===== src/rtl/alu_sched.sv =====
// alu_sched: round-robin arbiter sharing one 8-bit ALU among NREQ clients.
// One op in flight; registered tagged response with backpressure.
module alu_sched #(
  parameter int NREQ = 4,
  parameter int ID_W = $clog2(NREQ)
) (
  input  logic              clk,
  input  logic              rst,
  input  logic [NREQ-1:0]   req_valid,
  input  logic [8*NREQ-1:0] req_din1,
  input  logic [8*NREQ-1:0] req_din2,
  input  logic [3*NREQ-1:0] req_op,
  output logic [NREQ-1:0]   req_ready,
  output logic              rsp_valid,
  output logic [ID_W-1:0]   rsp_id,
  output logic [7:0]        rsp_dout,
  input  logic              rsp_ready,
  output logic [15:0]       ops_done
);

  typedef enum logic [1:0] {
    IDLE,
    EXEC,
    RESP
  } state_t;

  state_t state, state_nx;

  logic [ID_W-1:0] ptr;
  logic [ID_W-1:0] ptr_nx;
  logic [ID_W-1:0] gnt_id;
  logic [ID_W-1:0] cand;
  logic [NREQ-1:0] gnt_oh;
  logic            gnt_any;
  int              idx;

  logic [7:0]      sel_a, sel_b;
  logic [2:0]      sel_op;

  logic [ID_W-1:0] lat_id;
  logic [7:0]      lat_a, lat_b;
  logic [2:0]      lat_op;
  logic [7:0]      alu_y;

  logic            accept;
  logic            load_rsp;
  logic            rsp_fire;

  // first valid requester at or above ptr, wrapping
  always_comb begin
    gnt_any = 1'b0;
    gnt_id  = '0;
    gnt_oh  = '0;
    idx     = 0;
    cand    = '0;
    for (int k = 0; k < NREQ; k++) begin
      idx = int'(ptr) + k;
      if (idx >= NREQ) idx = idx - NREQ;
      cand = ID_W'(idx);
      if (!gnt_any && req_valid[cand]) begin
        gnt_any      = 1'b1;
        gnt_id       = cand;
        gnt_oh[cand] = 1'b1;
      end
    end
  end

  // operand mux for the granted requester
  always_comb begin
    sel_a  = '0;
    sel_b  = '0;
    sel_op = '0;
    for (int i = 0; i < NREQ; i++) begin
      if (gnt_oh[i]) begin
        sel_a  = req_din1[8*i +: 8];
        sel_b  = req_din2[8*i +: 8];
        sel_op = req_op[3*i +: 3];
      end
    end
  end

  // pointer moves just past the winner
  always_comb begin
    if (int'(gnt_id) == NREQ - 1) ptr_nx = '0;
    else ptr_nx = gnt_id + 1'b1;
  end

  // next-state and handshake decode
  always_comb begin
    state_nx  = state;
    accept    = 1'b0;
    load_rsp  = 1'b0;
    rsp_fire  = 1'b0;
    req_ready = '0;
    unique case (state)
      IDLE: begin
        if (gnt_any && !rst) begin
          req_ready = gnt_oh;
          accept    = 1'b1;
          state_nx  = EXEC;
        end
      end
      EXEC: begin
        load_rsp = 1'b1;
        state_nx = RESP;
      end
      RESP: begin
        if (rsp_ready) begin
          rsp_fire = 1'b1;
          state_nx = IDLE;
        end
      end
      default: state_nx = IDLE;
    endcase
  end

  // ALU on the latched operands
  always_comb begin
    alu_y = '0;
    unique case (lat_op)
      3'b000: alu_y = ~lat_a;
      3'b001: alu_y = lat_a | lat_b;
      3'b010: alu_y = lat_a ^ lat_b;
      3'b011: alu_y = lat_a & lat_b;
      3'b100: alu_y = {4'h0, lat_a[3:0]} * {4'h0, lat_b[3:0]};
      3'b101: alu_y = lat_a + lat_b;
      3'b110: alu_y = lat_a - lat_b;
      default: alu_y = 8'h00;
    endcase
  end

  // FSM state register
  always_ff @(posedge clk or posedge rst) begin
    if (rst) state <= IDLE;
    else state <= state_nx;
  end

  // request latch and arbitration pointer
  always_ff @(posedge clk or posedge rst) begin
    if (rst) begin
      ptr    <= '0;
      lat_id <= '0;
      lat_a  <= '0;
      lat_b  <= '0;
      lat_op <= '0;
    end else if (accept) begin
      ptr    <= ptr_nx;
      lat_id <= gnt_id;
      lat_a  <= sel_a;
      lat_b  <= sel_b;
      lat_op <= sel_op;
    end
  end

  // registered response channel and completion counter
  always_ff @(posedge clk or posedge rst) begin
    if (rst) begin
      rsp_valid <= 1'b0;
      rsp_id    <= '0;
      rsp_dout  <= '0;
      ops_done  <= '0;
    end else begin
      if (load_rsp) begin
        rsp_valid <= 1'b1;
        rsp_id    <= lat_id;
        rsp_dout  <= alu_y;
      end else if (rsp_fire) begin
        rsp_valid <= 1'b0;
        ops_done  <= ops_done + 16'd1;
      end
    end
  end

endmodule


===== config.mk =====
export PLATFORM = sky130hd
export DESIGN_NAME = alu_sched
export DESIGN_NICKNAME = d
export VERILOG_FILES = /design/src/rtl/alu_sched.sv
export SDC_FILE = /design/constraint.sdc
export NUM_CORES = 1
export LEC_CHECK = 0
export BUFFER_PORTS_ARGS = -buffer_cell sky130_fd_sc_hd__buf_2
export CAP_MARGIN = 30
export CORE_AREA = 2 2 100 102
export CTS_BUF_LIST = sky130_fd_sc_hd__clkbuf_16
export CTS_CLUSTER_SIZE = 40
export DETAILED_ROUTE_END_ITERATION = 10
export DIE_AREA = 0 0 102 104
export PLACE_DENSITY = 0.8
export SLEW_MARGIN = 20
export SYNTH_ARGS = -nofsm -noshare
export SYNTH_HDL_FRONTEND = slang
export SYNTH_SLANG_ARGS = --single-unit

===== constraint.sdc =====
create_clock -name clk -period 3.13 [get_ports clk]
set_input_delay 0.4695 -clock clk [delete_from_list [all_inputs] [get_ports clk]]
set_output_delay 0.4695 -clock clk [all_outputs]
set_load 0.01 [all_outputs]

==> results_dict.tcl <==
set metrics [dict create \
    worst_slew_pin_slew_ns 0.638 \
    post-route-min-period_ns 3.02 \
    dr.pass1.iters 5 \
    cts-hold-fix-buffers 0 \
    setup_viol 0 \
    tns_ns 0 \
    post_dp_cell_area_sq_um 5350 \
    routabilityCongestion 0.880 \
    antenna_cells 0 \
    drtAntennaViolNets 0 \
    slew_viol_final 0 \
    fin_ws_ns 0.111 \
    die_w_um 102 \
    power.leakage_nw 2.72 \
    wl_per_cell_um 15.2 \
    dp_slack_ns 0.0900 \
    final_cell_mix "buf_2, dfrtp_1, o21ai_0" \
    path_buf_inv 2 \
    port_buffers 113 \
    drv_cap 0 \
    mostFrequentLayoutCell "buf_2" \
    io_pins 114 \
    clockBufferDepth 2 \
    synth_area_leaders "dfrtp_1, ha_1, a21oi_1" \
    track_usage_pct 23.2 \
    max_freq_ghz 0.331 \
    die_y_um 104 \
    cp-end-kind "output pin" \
    fill_cells 871 \
    register_area_sq_um 1300 \
    cts_tree "done" \
    drive_above_1_share_pct 30.7 \
    ys_seq_elements 52 \
    path_class "register to output pin" \
    hpwlAfterDp_mm 9.19 \
    yosysWarnings 0 \
    skew_ns 0.00398 \
    critPathTopFamily "multiplexers" \
    rsz0062_at_grt "true" \
    numCtsBuffers 5 \
    arrival_ns 2.55 \
    multi_input_area_sq_um 3000 \
    grt_first_pass_wirelength_mm 20.3 \
    drtIter0Drc 218 \
    synth_cells 525 \
    status "finished clean" \
    async_reset_ff_share_pct 100 \
    dieArea_sq_um 10600 \
    clock_latency_ns 0.30 \
    synth_top_area_share_pct 28.0 \
    cts-root-buf "clkbuf_16" \
    final_hold_viol_count 0 \
    slew_headroom_pct 57.3 \
    synthesis.area_sq_um 4650 \
    finalInstanceArea_sq_um 5570 \
    grt-ovfl-total 0 \
    syn2layout_area_growth_pct 19.8 \
    wl_mm 11.8 \
    crit_required_ns 2.66 \
    cp_slowest_cell "mux4_2" \
    core_area_sq_um 9550 \
    avgSynthCellArea_sq_um 8.85 \
    initial_core_util_pct 48.7 \
    synth_flop_cell "dfrtp_1" \
    vias 4349 \
    clk_pin_slew_ns 0.07 \
    fin_nets 773 \
    synth_edf_count 0 \
    htreeDepth 2 \
    max_stage_delay_ns 0.57 \
    seq_area_frac_synth_pct 28.0 \
    finalCritPeriodShare_pct 96.4 \
    hold_path_class "input pin to async pin" \
    critPathLaunchType "register" \
    antenna_found_initial 0 \
    pwr_density_cell_nw_per_um2 1100 \
    grt_max_degree 31 \
    cp_max_fo 7 \
    cts.sinks 52 \
    routed_via_density 5.60 \
    route.detailed.drc 0 \
    irDropWorstVdd_uv 844 \
    crit_path_cell_trace "inv_1 > ha_4 > mux4_2 > or3b_1 > a21oi_1 > a221o_2 > and2_1 > buf_2" \
    synth_cell_types 63 \
    synth_top_area_cell "dfrtp_1" \
    syn_nets 655 \
    grt_pass1_vias 4297 \
    num_rows 36 \
]
==> final cells by class <==
| type | instances | area share (%) |
|---|---|---|
| clock inverter | 3 | 0.494 |
| clock buffer | 5 | 2.25 |
| sequential | 52 | 23.4 |
| inverter | 41 | 2.76 |
| tap | 133 | 2.99 |
| multi-input combinational | 401 | 53.8 |
| timing repair buffer | 142 | 14.4 |
==> per-layer routing <==
metal / track usage, % / vias up / share of wire, %
met2: 38.2 / 137 / 48
met5: 0 / - / 0
met1: 31.9 / 2071 / 45
met4: 7.14 / 0 / 2.2
met3: 2.42 / 22 / 4.8
li1: - / 2119 / -
==> sequential cells by signal, summed over array words and instances, names as in the netlist, named ones only <==
signal,cells
ops_done,16
lat_op,3
rsp_dout,8
rsp_valid,1
lat_id,2
lat_b,8
rsp_id,2
state,2
ptr,1
lat_a,8
==> per-stage QoR <==
step                      total power, mW  hold WS (ns)  util [%]  cells
after detailed placement             5.37         0.468      56.0    764
after global routing                 6.66         0.288      58.3    777
after floorplan                      4.38         0.441         -    525
after CTS                            5.96         0.247      57.6    772
final                                6.10         0.225      58.3    777
after global placement               5.21         0.455      55.8    763
==> power by group <==
group / switching (mW) / internal, mW
Combinational: 2.49 / 1.90
Sequential: 0.210 / 0.918
Clock: 0.274 / 0.304
==> final timing paths <==
kind	start	slack [ns]	depth (start not counted)	end
worst max-delay path	ptr[1]$_DFFE_PP0P_	0.11	8	req_ready[1]
worst min-delay path	rst	0.23	2	ops_done[7]$_DFFE_PP0P_
worst min register to register	ops_done[15]$_DFFE_PP0P_	0.47	1	ops_done[15]$_DFFE_PP0P_
worst max register to register	lat_b[1]$_DFFE_PP0P_	0.17	13	rsp_dout[7]$_DFFE_PP0P_
min in group clk	rsp_ready	0.38	2	state[1]$_DFFE_PP0P_
max in group asynchronous	rst	2.37	3	lat_b[4]$_DFFE_PP0P_
==> logic make-up (layout without fill, tap and decap cells) <==
kind of cell	Yosys count	count (layout)	share of synthesized area (%)
buffers and inverters	72	191	8.18
adder cells (fa/ha/maj)	47	47	13.5
AND/OR/NAND/NOR	138	138	15.3
flip-flops	52	52	28.0
XOR/XNOR	35	35	6.60
AO/OA/AOI/OAI	170	170	24.5
multiplexers	11	11	3.96
==> cell usage after synthesis (5+ instances only) <==
| cell | count |
|---|---|
| a221oi_1 | 12 |
| o21ai_0 | 49 |
| dfrtp_1 | 52 |
| a221oi_2 | 11 |
| nand3_1 | 10 |
| and3_2 | 9 |
| o21ai_1 | 13 |
| xor2_1 | 7 |
| clkbuf_8 | 5 |
| nor2_1 | 36 |
| xnor2_1 | 28 |
| fa_1 | 5 |
| a21oi_1 | 50 |
| clkbuf_1 | 12 |
| and3_1 | 13 |
| nand2_1 | 36 |
| ha_1 | 42 |
| nor3_1 | 6 |
| a211oi_1 | 6 |
| inv_1 | 41 |
==> timing repair <==
item                       4_1_cts  5_1_grt
setup endpoints to repair        0        5
hold endpoints to repair         0        0
setup buffers                    0        4
resized for setup                0        7
==> worst reg2reg max path, cell delays in order (launching register included) <==
cell and delay [ns]:
dfrtp_1 0.38, buf_4 0.16, inv_1 0.07, ha_1 0.22, mux2_2 0.30, inv_1 0.07, ha_1 0.21, nor2b_1 0.12
o21ai_0 0.28, a21oi_1 0.15, o41ai_1 0.35, xnor2_1 0.17, a221oi_1 0.26, o21ai_0 0.11
No activity file was read; power rests on OpenSTA's default activity.
